<file path="src/rtl/teknofest_prog_pkg.sv">
// Shared constants, FSM states and baud divider for the TEKNOFEST
// programming link (transmit and receive sides).
package teknofest_prog_pkg;

   localparam int HDR_LEN = 9;
   localparam logic [8*HDR_LEN-1:0] HDR_STR = "TEKNOFEST";

   typedef enum logic [2:0] {
      S_IDLE,
      S_HEADER,
      S_LENGTH,
      S_FETCH,
      S_DATA,
      S_FINISH
   } state_e;

   function automatic int calc_div(input int clk_hz, input int baud);
      return clk_hz / baud;
   endfunction

   function automatic logic [7:0] hdr_byte(input logic [3:0] idx);
      logic [8*HDR_LEN-1:0] s;
      s = HDR_STR << {idx, 3'b000};
      return s[8*HDR_LEN-1 -: 8];
   endfunction

endpackage

</file>
<file path="src/rtl/teknofest_uart_tx_byte.sv">
// 8N1 byte serializer; ready rises on the last stop-bit cycle so
// consecutive bytes go out with no idle gap.
module teknofest_uart_tx_byte #(
   parameter int DIV = 868
) (
   input  logic       clk_i,
   input  logic       rst_ni,
   input  logic [7:0] byte_i,
   input  logic       valid_i,
   output logic       ready_o,
   output logic       ser_tx_o
);

   localparam int CW = (DIV > 1) ? $clog2(DIV) : 1;

   logic [CW-1:0] div_cnt;
   logic [3:0]    bit_cnt;
   logic [8:0]    shreg;
   logic          active;
   logic          tick;

   assign tick    = (div_cnt == CW'(DIV - 1));
   assign ready_o = !active || (bit_cnt == 4'd9 && tick);

   always_ff @(posedge clk_i or negedge rst_ni) begin
      if (!rst_ni) begin
         div_cnt  <= '0;
         bit_cnt  <= '0;
         shreg    <= '1;
         active   <= 1'b0;
         ser_tx_o <= 1'b1;
      end else if (valid_i && ready_o) begin
         div_cnt  <= '0;
         bit_cnt  <= '0;
         shreg    <= {1'b1, byte_i};
         active   <= 1'b1;
         ser_tx_o <= 1'b0;
      end else if (active) begin
         if (tick) begin
            div_cnt <= '0;
            if (bit_cnt == 4'd9) begin
               active <= 1'b0;
            end else begin
               // bit 8 shifts out the stop bit held in shreg[8]
               ser_tx_o <= shreg[0];
               shreg    <= {1'b1, shreg[8:1]};
               bit_cnt  <= bit_cnt + 4'd1;
            end
         end else begin
            div_cnt <= div_cnt + 1'b1;
         end
      end
   end

endmodule

</file>
<file path="src/rtl/teknofest_prog_tx.sv">
// TEKNOFEST boot-programming stream transmitter: header, length, words.
// Optional abort_i port enabled by TEKNO_PROG_TX_ABORT_EN.
module teknofest_prog_tx
   import teknofest_prog_pkg::*;
#(
   parameter int CPU_CLK   = 100_000_000,
   parameter int BAUD_RATE = 115200,
   parameter int ADDR_W    = 17
) (
   input  logic              clk_i,
   input  logic              rst_ni,
   input  logic              start_i,
   input  logic [31:0]       word_count_i,
   output logic              rd_en_o,
   output logic [ADDR_W-1:0] rd_addr_o,
   input  logic [31:0]       rd_data_i,
   output logic              ser_tx_o,
   output logic              busy_o,
   output logic              done_o
`ifdef TEKNO_PROG_TX_ABORT_EN
   ,
   input  logic              abort_i
`endif
);

   localparam int DIV = calc_div(CPU_CLK, BAUD_RATE);

   state_e      state_q, state_d;
   logic [3:0]  byte_idx_q, byte_idx_d;
   logic [31:0] n_q, n_d;
   logic [31:0] idx_q, idx_d;
   logic [31:0] word_q, word_d;
   logic        fetch_q, fetch_d;
   logic        abort_q, abort_d;
   logic        done_d;
   logic        tx_valid, tx_ready;
   logic [7:0]  tx_data;

   function automatic logic [7:0] msb_byte(input logic [31:0] w,
                                           input logic [1:0] i);
      logic [31:0] t;
      t = w << {i, 3'b000};
      return t[31:24];
   endfunction

   assign rd_addr_o = idx_q[ADDR_W-1:0];

   always_ff @(posedge clk_i or negedge rst_ni) begin
      if (!rst_ni) begin
         state_q    <= S_IDLE;
         byte_idx_q <= '0;
         n_q        <= '0;
         idx_q      <= '0;
         word_q     <= '0;
         fetch_q    <= 1'b0;
         abort_q    <= 1'b0;
         done_o     <= 1'b0;
         busy_o     <= 1'b0;
      end else begin
         state_q    <= state_d;
         byte_idx_q <= byte_idx_d;
         n_q        <= n_d;
         idx_q      <= idx_d;
         word_q     <= word_d;
         fetch_q    <= fetch_d;
         abort_q    <= abort_d;
         done_o     <= done_d;
         busy_o     <= (state_d != S_IDLE);
      end
   end

   always_comb begin
      state_d    = state_q;
      byte_idx_d = byte_idx_q;
      n_d        = n_q;
      idx_d      = idx_q;
      word_d     = word_q;
      fetch_d    = 1'b0;
      abort_d    = abort_q;
      done_d     = 1'b0;
      tx_valid   = 1'b0;
      tx_data    = 8'h00;
      rd_en_o    = 1'b0;
      unique case (state_q)
         S_IDLE: begin
            // a start coinciding with the done pulse is dropped
            if (start_i && !done_o) begin
               n_d        = word_count_i;
               idx_d      = '0;
               byte_idx_d = '0;
               abort_d    = 1'b0;
               state_d    = S_HEADER;
            end
         end
         S_HEADER: begin
            tx_valid = 1'b1;
            tx_data  = hdr_byte(byte_idx_q);
            if (tx_ready) begin
               if (byte_idx_q == 4'(HDR_LEN - 1)) begin
                  byte_idx_d = '0;
                  state_d    = S_LENGTH;
               end else begin
                  byte_idx_d = byte_idx_q + 4'd1;
               end
            end
         end
         S_LENGTH: begin
            tx_valid = 1'b1;
            tx_data  = msb_byte(n_q, byte_idx_q[1:0]);
            if (tx_ready) begin
               if (byte_idx_q == 4'd3) begin
                  byte_idx_d = '0;
                  state_d    = (n_q == '0) ? S_FINISH : S_FETCH;
               end else begin
                  byte_idx_d = byte_idx_q + 4'd1;
               end
            end
         end
         S_FETCH: begin
            if (!fetch_q) begin
               rd_en_o = 1'b1;
               fetch_d = 1'b1;
            end else begin
               word_d     = rd_data_i;
               byte_idx_d = '0;
               state_d    = S_DATA;
            end
         end
         S_DATA: begin
            tx_valid = 1'b1;
            tx_data  = msb_byte(word_q, byte_idx_q[1:0]);
            if (tx_ready) begin
               if (byte_idx_q == 4'd3) begin
                  byte_idx_d = '0;
                  idx_d      = idx_q + 32'd1;
                  state_d    = (idx_q + 32'd1 == n_q) ? S_FINISH : S_FETCH;
               end else begin
                  byte_idx_d = byte_idx_q + 4'd1;
               end
            end
         end
         S_FINISH: begin
            if (tx_ready) begin
               state_d = S_IDLE;
               done_d  = !abort_q;
            end
         end
         default: state_d = S_IDLE;
      endcase
`ifdef TEKNO_PROG_TX_ABORT_EN
      // drain the byte in flight through FINISH, then drop silently
      if (abort_i && state_q != S_IDLE) begin
         abort_d = 1'b1;
         done_d  = 1'b0;
         if (state_q != S_FINISH)
            state_d = S_FINISH;
      end
`endif
   end

   teknofest_uart_tx_byte #(
      .DIV (DIV)
   ) u_ser (
      .clk_i    (clk_i),
      .rst_ni   (rst_ni),
      .byte_i   (tx_data),
      .valid_i  (tx_valid),
      .ready_o  (tx_ready),
      .ser_tx_o (ser_tx_o)
   );

endmodule
</file>
<file path="config.mk">
export PLATFORM = sky130hd
export DESIGN_NAME = teknofest_prog_tx
export DESIGN_NICKNAME = d
export VERILOG_FILES = /design/src/rtl/teknofest_prog_pkg.sv /design/src/rtl/teknofest_uart_tx_byte.sv /design/src/rtl/teknofest_prog_tx.sv
export SDC_FILE = /design/constraint.sdc
export NUM_CORES = 1
export LEC_CHECK = 0
export ABC_AREA = 1
export BUFFER_PORTS_ARGS = -buffer_cell sky130_fd_sc_hd__buf_2
export CELL_PAD_IN_SITES_DETAIL_PLACEMENT = 1
export CELL_PAD_IN_SITES_GLOBAL_PLACEMENT = 2
export CORE_MARGIN = 10
export CORE_UTILIZATION = 30
export DETAILED_ROUTE_END_ITERATION = 8
export GPL_TIMING_DRIVEN = 0
export PLACE_DENSITY_LB_ADDON = 0.12
export SKIP_CTS_REPAIR_TIMING = 1
export SLEW_MARGIN = 20
export SYNTH_ARGS = -nofsm -noshare
export SYNTH_HDL_FRONTEND = slang
export SYNTH_HIERARCHICAL = 1
export SYNTH_SLANG_ARGS = --single-unit
</file>
<file path="constraint.sdc">
create_clock -name clk_i -period 2.1 [get_ports clk_i]
set_input_delay 0.315 -clock clk_i [delete_from_list [all_inputs] [get_ports clk_i]]
set_output_delay 0.315 -clock clk_i [all_outputs]
set_load 0.1 [all_outputs]
</file>
==> out/qor.csv, run 1 <==
stage,metric,value,unit
yosys,synth_cell_type_count,42,
clocking,clock_latency,430,ps
setup_path,critical_path_required,2400,ps
layout,regArea,3280,µm²
global_routing,grt_max_degree,75,
detailed_routing,wl_met3,959,µm
sta,worst_hold_slack,88.8,ps
sta,period_share,1.18,
yosys,syn_avg_cell_area,7.02,µm²
detailed_routing,drt_iter0_drc,391,
layout,num_antenna_cells,0,
die,initial_core_util,0.305,
detailed_routing,wl_per_cell,19.1,µm
yosys,syn_area,7980,µm²
sta,finalClockSkew,15.2,ps
detailed_routing,via_count,7969,
clocking,clk_path_buf_depth,2,
placed_design,dp_hpwl,23.7,mm
global_routing,grt_antenna_before_repair,0,
layout,design.final.nets,1354,
sta,fin_crit,2470,ps
yosys,ys_seq_area_frac,0.409,
outcome,violations,setup timing,
layout,drive_above_1_share,0.264,
layout,multi_input_area,4500,µm²
setup_path,worstSetupPathType,reg -> reg,
yosys,syn_inst,1136,
setup_path,path_cells,ha_4 -> inv_2 -> nor3_4 -> nand3_1 -> nor2_2 -> nand3_2 -> nor2_2 -> nand2_1 -> nor2_1 -> nand2_1 -> nor2_2 -> nand3_2 -> nand2_2 -> nand2_2 -> nor2_2 -> nand2_1,
pwr,power_leakage,5.28,nW
setup_path,crit_buf_inv,1,
die,dieArea,33500,µm²
placed_design,io_buffers,87,
die,core,26100,µm²
clocking,clockRootBuffer,clkbuf_16,
sta,setup-tns-final,-7410,ps
setup_path,cp_slowest_cell,dfrtp_2,
sta,hold_viol,0,
job,maxCapViolCount,0,
sta,layout_setup_ws,-370,ps
layout,area_growth,30.2,%
setup_path,worst_setup_path_end_kind,register,
sta,drv_slew,0,
sta,max-slew-margin-rel,0.501,
setup_path,crit_path_frequent_cell,nor2_2,
placed_design,gp_congestion,0.847,
setup_path,start_kind,register,
detailed_routing,dr.pass1.iters,5,
layout,most-common-layout-cells,"nand2_1, dfrtp_1, nor2_1",
die,die_w,183,µm
placed_design,place_ws,-964,ps
clocking,cts_buffers,17,
clocking,path_clk_slew,70,ps
setup_path,max_stage_delay,390,ps
setup_path,cpLargestDelayFamily,simple AND/OR/NAND/NOR gates,
detailed_routing,routed.top_layer,met4,
pwr,power.density,543,nW/µm²
yosys,ys_ff_latch,130,
detailed_routing,wl_met1,15.1,mm
sta,rsz0062_at_grt,true,
sta,tightest_slew,748,ps
setup_path,worstPathMaxFanout,4,
detailed_routing,wl_met2,14.7,mm
detailed_routing,avgViaCountPerCell,4.90,
clocking,htree_levels,4,
clocking,cts_sinks,130,
detailed_routing,antenna_left,0,
global_routing,grt_pass1_wl,47.7,mm
pwr,worst_ir_drop_vdd,0.000477,V
die,fp.dieH,183,µm
layout,layout_commonest_cell,nand2_1,
global_routing,grt_usage,0.183,
yosys,yosys_warnings,6,
sta,finalSetupViolCount,78,
outcome,status,finished with violations,
clocking,cts_tree,built,
detailed_routing,drc,0,
die,rows,59,
sta,fmax,405,MHz
global_routing,grt_pass1_vias,8321,
yosys,synth_nets,1211,
detailed_routing,routed_wl,31.1,mm
global_routing,overflow,0,
hold_path,worstHoldPathType,in -> reg,
layout,nFillCells,3284,
die,ios,88,
setup_path,cp_data_arrival_time,2770,ps
-- kinds of logic (layout without fill, tap and decap cells) --
family	Yosys count	after routing	share of synthesized area
compound gates	146	147	0.107
xor+xnor	12	12	0.0166
fa+ha+maj	8	8	0.0126
buf+inv	164	318	0.0874
flops	130	130	0.409
mux	7	7	0.00988
simple gates	669	670	0.357
-- final timing paths --
kind / from / end / slack (ps) / cells past startpoint
max: byte_idx_q[1] / busy_o / -370 / 16
min: rd_data_i[6] / word_q[6] / 90 / 3
max reg2reg: byte_idx_q[1] / busy_o / -370 / 16
min reg2reg: u_ser/ser_tx_o / u_ser/ser_tx_o / 470 / 2
max in group asynchronous: rst_ni / u_ser/shreg[1] / 890 / 3
min in group asynchronous: rst_ni / idx_q[8] / 390 / 2
-- report_power, final --
| group | switching, mW | total, mW | internal [mW] |
|---|---|---|---|
| Clock | 1.34 | 3.00 | 1.66 |
| Combinational | 0.0792 | 0.131 | 0.0516 |
| Sequential | 0 | 2.50 | 2.50 |
| Total | 1.42 | 5.64 | 4.22 |
-- state kept, by name, indices dropped and copies added, names as in the netlist --
name and count:
fetch_q 1, word_q 32, n_q 32, idx_q 32, u_ser/shreg 8, u_ser/div_cnt 10
byte_idx_q 4, u_ser/bit_cnt 4, busy_o 1, state_q 3, done_o 1, u_ser/active 1
u_ser/ser_tx_o 1
-- final cells by class --
type / count / share of cell area
multi-input combinational: 844 / 0.434
sequential: 130 / 0.316
timing repair buffer: 122 / 0.0775
inverter: 113 / 0.0413
clock buffer: 17 / 0.0410
tap: 335 / 0.0404
buffer: 51 / 0.0360
clock inverter: 15 / 0.0142
-- Yosys cell counts, drive strengths merged --
master   count  share of area
nand2      391           0.19
nor2       140          0.076
dfrtp      121           0.38
inv        112          0.053
nand3      101          0.063
a21oi       53          0.035
o21ai       46          0.029
buf         26          0.022
clkbuf      25          0.012
o22ai       21          0.016
o211ai      14          0.013
nand4       13          0.010
xor2        10          0.011
dfstp        9          0.030
nor3         9         0.0069
ha           8          0.013
mux2         7         0.0099
nor4         6         0.0047
a32o         4         0.0050
nand3b       4         0.0038
o311ai       4         0.0044
or2          3         0.0024
a31oi        2         0.0016
xnor3        2         0.0056
a2111oi      1         0.0011
a211oi       1        0.00094
and2         1        0.00078
clkinv       1        0.00047
nor3b        1        0.00094
-- tightest hold or removal path: cells and delay by family --
| kind | cells | cell delay, ps |
|---|---|---|
| buffers and inverters | 1 | 70 |
| AND/OR/NAND/NOR | 2 | 90 |
-- metrics by stage --
stage | std cells | utilization | instance area [µm²] | total power, mW
after detailed placement | 1559 | 0.340 | 8890 | 2.69
final | 1627 | 0.397 | 10400 | 5.64
after CTS | 1591 | 0.362 | 9470 | 5.71
after global placement | 1558 | 0.339 | 8860 | 2.68
after floorplan | 1136 | - | 8000 | 2.55
after global routing | 1627 | 0.397 | 10400 | 5.86
-- metal layers --
| layer | track usage | up-vias |
|---|---|---|
| li1 | - | 3968 |
| met1 | 0.246 | 3878 |
| met2 | 0.302 | 109 |
| met3 | 0.0296 | 14 |
| met4 | 0.0367 | 0 |
| met5 | 0 | - |
No activity file was read; power rests on OpenSTA's default activity.
==> run 2: changes to the inputs <==
Settings changed: BUFFER_PORTS_ARGS -buffer_cell sky130_fd_sc_hd__buf_2 to not set, CORE_UTILIZATION 30 to 33, DONT_BUFFER_PORTS set to 1, RECOVER_POWER set to 25, SETUP_SLACK_MARGIN set to 0.3.
==> out/qor.csv, run 2 (synthesis results as in run 1) <==
stage,metric,value,unit
outcome,status,finished with violations,
outcome,violations,"hold timing, setup timing",
sta,fin_crit,2500,ps
sta,drv_slew,0,
global_routing,grt_pass1_wl,45.7,mm
detailed_routing,routed_wl,31.1,mm
clocking,path_clk_slew,70,ps
layout,final_util,0.443,
die,die_w,175,µm
detailed_routing,antenna_left,0,
layout,most-common-layout-cells,"nand2_1, dfrtp_1, inv_1, nor2_1, nand3_1",
layout,design.final.nets,1294,
placed_design,io_buffers,0,
clocking,htree_levels,4,
global_routing,grt_pass1_vias,7898,
layout,drive_above_1_share,0.265,
global_routing,grt_max_degree,131,
clocking,cts_sinks,130,
placed_design,gp_congestion,0.871,
die,rows,56,
hold_path,worstHoldPathType,in -> async,
die,dieArea,30800,µm²
sta,hold_viol,134,
clocking,clock_latency,430,ps
setup_path,reg2reg_slack,-400,ps
die,initial_core_util,0.338,
setup_path,critical_path_required,2410,ps
sta,tightest_slew,871,ps
die,ios,88,
placed_design,dp_hpwl,22.7,mm
layout,layout_commonest_cell,nand2_1,
die,fp.dieH,175,µm
setup_path,worst_setup_path_end_kind,register,
detailed_routing,drc,0,
clocking,cts_buffers,17,
pwr,p_sw,1.34,mW
sta,setup-tns-final,-4830,ps
global_routing,grt_usage,0.190,
sta,worst_hold_slack,-433,ps
sta,layout_setup_ws,-400,ps
pwr,worst_ir_drop_vdd,0.000408,V
detailed_routing,drt_iter0_drc,424,
detailed_routing,avgViaCountPerCell,5.10,
layout,reg_top3,"idx_q x32, n_q x32, word_q x32",
job,maxCapViolCount,0,
pwr,power_leakage,5.23,nW
die,core,23600,µm²
sta,finalClockSkew,14.8,ps
sta,period_share,1.19,
global_routing,overflow,0,
detailed_routing,wl_per_cell,20.0,µm
setup_path,worstSetupPathType,reg -> reg,
clocking,cts_tree,built,
detailed_routing,dr.pass1.iters,4,
sta,finalSetupViolCount,40,
sta,fmax,400,MHz
placed_design,place_ws,-788,ps
clocking,clk_path_buf_depth,2,
layout,area_growth,31.2,%
layout,nFillCells,2944,
pwr,power.density,539,nW/µm²
detailed_routing,via_count,7931,
setup_path,worstPathMaxFanout,6,
setup_path,reg2regPathDepth,19,
sta,rsz0062_at_grt,true,
pwr,internal-power,4.30,mW
layout,fin_cells,1554,
pwr,switching_share,0.238,
pwr,combPwrFrac,0.001,
setup_path,cp_data_arrival_time,2810,ps
setup_path,start_kind,register,
sta,max-slew-margin-rel,0.420,
global_routing,grt_antenna_before_repair,5,
clocking,clockRootBuffer,clkbuf_16,
pwr,power_frac_seq,0.444,
placed_design,dp_cells,1455,
pwr,clockPowerShare,0.555,
[run 2: final timing paths]
| path | from | to |
|---|---|---|
| worst max-delay path | idx_q[0] | busy_o |
| worst min-delay path | rst_ni | idx_q[8] |
| worst max register to register | idx_q[0] | busy_o |
| worst min register to register | u_ser/shreg[5] | u_ser/shreg[5] |
| max in group asynchronous | rst_ni | u_ser/shreg[3] |
| min in group clk_i | rd_data_i[10] | word_q[10] |
[run 2: power by group through the flow]
stage                     combinational [mW]  clock [mW]  sequential [mW]
after CTS                            0.00182        3.18             2.50
after floorplan                      0.00135           0             2.55
final                                0.00812        3.13             2.50
after global placement               0.00176           0             2.55
after detailed placement             0.00182           0             2.55
after global routing                 0.00881        3.29             2.50
[run 2: metrics by stage]
step	power, mW	instance area, µm²
2_1_floorplan	2.55	8070
3_3_place_gp	2.55	8470
3_5_place_dp	2.55	8470
4_1_cts	5.68	9070
5_1_grt	5.81	10500
6_report	5.64	10500
[run 2: final cells by class]
| cell class | instances | area [µm²] | share of cell area |
|---|---|---|---|
| multi-input combinational | 844 | 4680 | 0.447 |
| sequential | 130 | 3290 | 0.314 |
| timing repair buffer | 62 | 623 | 0.0595 |
| buffer | 51 | 438 | 0.0418 |
| inverter | 113 | 429 | 0.0410 |
| clock buffer | 17 | 425 | 0.0407 |
| tap | 319 | 399 | 0.0381 |
| clock inverter | 15 | 175 | 0.0167 |
| antenna | 3 | 7.51 | 0.000717 |
[run 2: worst max-delay path, cell delays in order, from the launching register on]
cell and delay, ps:
dfrtp_2 470, ha_4 200, nand2_4 80, nor2_4 50, buf_12 130, buf_4 120
nand3_1 100, nand2_1 80, nand2_1 80, nand2_2 80, nor2_2 80, nand2_1 50
nor2_1 130, nand2_1 80, nor2_2 170, nand3_2 150, nand2_2 110, nand2_2 60
nor2_2 100, nand2_1 70
[run 2: metal layers]
metal | GRT usage | vias to the layer above | part of all wire
met1 | 0.255 | 3917 | 0.47
met3 | 0.0367 | 31 | 0.034
met2 | 0.312 | 128 | 0.48
met4 | 0.0374 | 4 | 0.013
met5 | 0 | - | 0.0012
li1 | - | 3851 | -
==> run 3: changes to the inputs <==
Clock period 2.1 ns to 2.18 ns, I/O delays scaled along.
==> out/qor.csv, run 3 (synthesis results as in run 1) <==
stage,metric,value,unit
sta,worst_hold_slack,-419,ps
clocking,clockRootBuffer,clkbuf_16,
global_routing,grt_max_degree,131,
global_routing,overflow,0,
die,initial_core_util,0.338,
pwr,power_frac_seq,0.434,
setup_path,crit_buf_inv,3,
layout,multi_input_area,4550,µm²
sta,rsz0062_at_grt,true,
layout,regArea,3290,µm²
layout,reg_top3,"idx_q x32, n_q x32, word_q x32",
sta,finalSetupViolCount,50,
die,rows,56,
layout,nFillCells,2956,
die,core,23600,µm²
setup_path,reg2reg_from,idx_q[0],
setup_path,critical_path_required,2500,ps
clocking,cts_sinks,130,
layout,most-common-layout-cells,"nand2_1, nor2_1, inv_1, dfrtp_1, nand3_1",
sta,layout_setup_ws,-315,ps
sta,finalClockSkew,21.8,ps
setup_path,cp_data_arrival_time,2810,ps
setup_path,path_cells,buf_4 -> inv_1 -> nor2_4 -> nand2_4 -> nor2_4 -> buf_4 -> nand3_1 -> nand3_1 -> nand2_1 -> nor2_1 -> nand2_1 -> nor2_1 -> nand3_2 -> nand2_1 -> nand2_1 -> nor2_1 -> nand2_1,
placed_design,io_buffers,0,
setup_path,reg2regPathDepth,17,
detailed_routing,antenna_left,0,
clocking,clock_latency,450,ps
pwr,internal-power,4.20,mW
clocking,clk_path_buf_depth,2,
setup_path,max_stage_delay,450,ps
setup_path,cpLargestDelayFamily,simple AND/OR/NAND/NOR gates,
detailed_routing,avgViaCountPerCell,5.05,
global_routing,grt_pass1_wl,45.9,mm
sta,max-slew-margin-rel,0.421,
global_routing,grt_usage,0.192,
setup_path,crit_path_frequent_cell,nand2_1,
hold_path,worstHoldPathType,in -> async,
clocking,cts_tree,built,
pwr,worst_ir_drop_vdd,0.000372,V
clocking,htree_levels,4,
detailed_routing,wl_per_cell,20.0,µm
detailed_routing,drc,0,
layout,final_cell_area,10200,µm²
die,ios,88,
setup_path,worstReg2RegEnd,busy_o,
layout,layout_commonest_cell,nand2_1,
layout,area_growth,27.6,%
outcome,status,finished with violations,
detailed_routing,drt_iter0_drc,432,
sta,drv_slew,0,
global_routing,grt_antenna_before_repair,4,
pwr,switching_share,0.245,
placed_design,place_area,8480,µm²
pwr,p_sw,1.36,mW
pwr,combPwrFrac,0.001,
pwr,power.density,546,nW/µm²
setup_path,worstPathMaxFanout,7,
job,maxCapViolCount,0,
die,fp.dieH,175,µm
pwr,power_leakage,5.12,nW
sta,fin_crit,2500,ps
sta,tightest_slew,868,ps
detailed_routing,routed_wl,30.8,mm
setup_path,reg2reg_slack,-320,ps
die,dieArea,30800,µm²
setup_path,worstSetupPathType,reg -> reg,
outcome,violations,"hold timing, setup timing",
layout,drive_above_1_share,0.231,
clocking,cts_buffers,17,
detailed_routing,dr.pass1.iters,4,
sta,fmax,401,MHz
global_routing,grt_pass1_vias,7910,
detailed_routing,via_count,7773,
setup_path,start_kind,register,
sta,hold_viol,132,
layout,design.final.nets,1279,
pwr,clockPowerShare,0.566,
placed_design,dp_hpwl,22.7,mm
sta,period_share,1.14,
setup_path,cp_slowest_cell,dfrtp_2,
placed_design,gp_congestion,0.872,
clocking,path_clk_slew,70,ps
die,die_w,175,µm
setup_path,worst_setup_path_end_kind,register,
placed_design,place_ws,-684,ps
[run 3: layer usage]
layer	vias to the layer above	global-route usage	routed length, µm
met3	34	0.0367	969
met1	3808	0.250	14400
met2	114	0.318	14900
met5	-	0	58
li1	3811	-	-
met4	6	0.0530	501
[run 3: final cells by class]
cell class | instances | share of cell area
antenna | 2 | 0.000492
sequential | 130 | 0.323
clock buffer | 18 | 0.0432
multi-input combinational | 843 | 0.447
tap | 319 | 0.0392
timing repair buffer | 48 | 0.0476
buffer | 51 | 0.0392
inverter | 113 | 0.0419
clock inverter | 14 | 0.0177
[run 3: worst register-to-register path, cell delays in order, from the launching register on]
cell and delay [ps]:
dfrtp_2 450, buf_4 140, inv_1 80, nor2_4 210
nand2_4 130, nor2_4 170, buf_4 180, nand3_1 80
nand3_1 100, nand2_1 50, nor2_1 90, nand2_1 100
nor2_1 140, nand3_2 100, nand2_1 90, nand2_1 70
nor2_1 120, nand2_1 80
[run 3: worst max path at each step]
stage               startpoint          endpoint  slack (ps)  cells past startpoint
floorplan           state_q[0]  u_ser/div_cnt[6]         160                     11
global placement    state_q[0]    u_ser/shreg[4]        -640                     11
detailed placement  state_q[0]    u_ser/shreg[4]        -680                     11
CTS                 state_q[0]    u_ser/shreg[4]        -680                     11
global route          idx_q[0]            busy_o        -420                     17
finish                idx_q[0]            busy_o        -320                     17
[run 3: metrics by stage]
step	total power [mW]	hold slack [ps]	utilization	TNS, ps	cells
after CTS	5.60	-423	0.385	-27580	1487
after floorplan	2.46	31.4	-	0	1136
final	5.56	-419	0.431	-2540	1538
after global routing	5.71	-431	0.431	-16550	1536
after global placement	2.46	37.1	0.359	-26610	1455
after detailed placement	2.46	37.9	0.359	-26210	1455
[run 3: power by group through the flow]
stage	clock network (mW)	registers (mW)	logic, mW
final	3.14	2.41	0.00343
after global routing	3.29	2.41	0.00390
after CTS	3.18	2.41	0.00181
after detailed placement	0	2.46	0.00180
after global placement	0	2.46	0.00185
after floorplan	0	2.46	0.00130
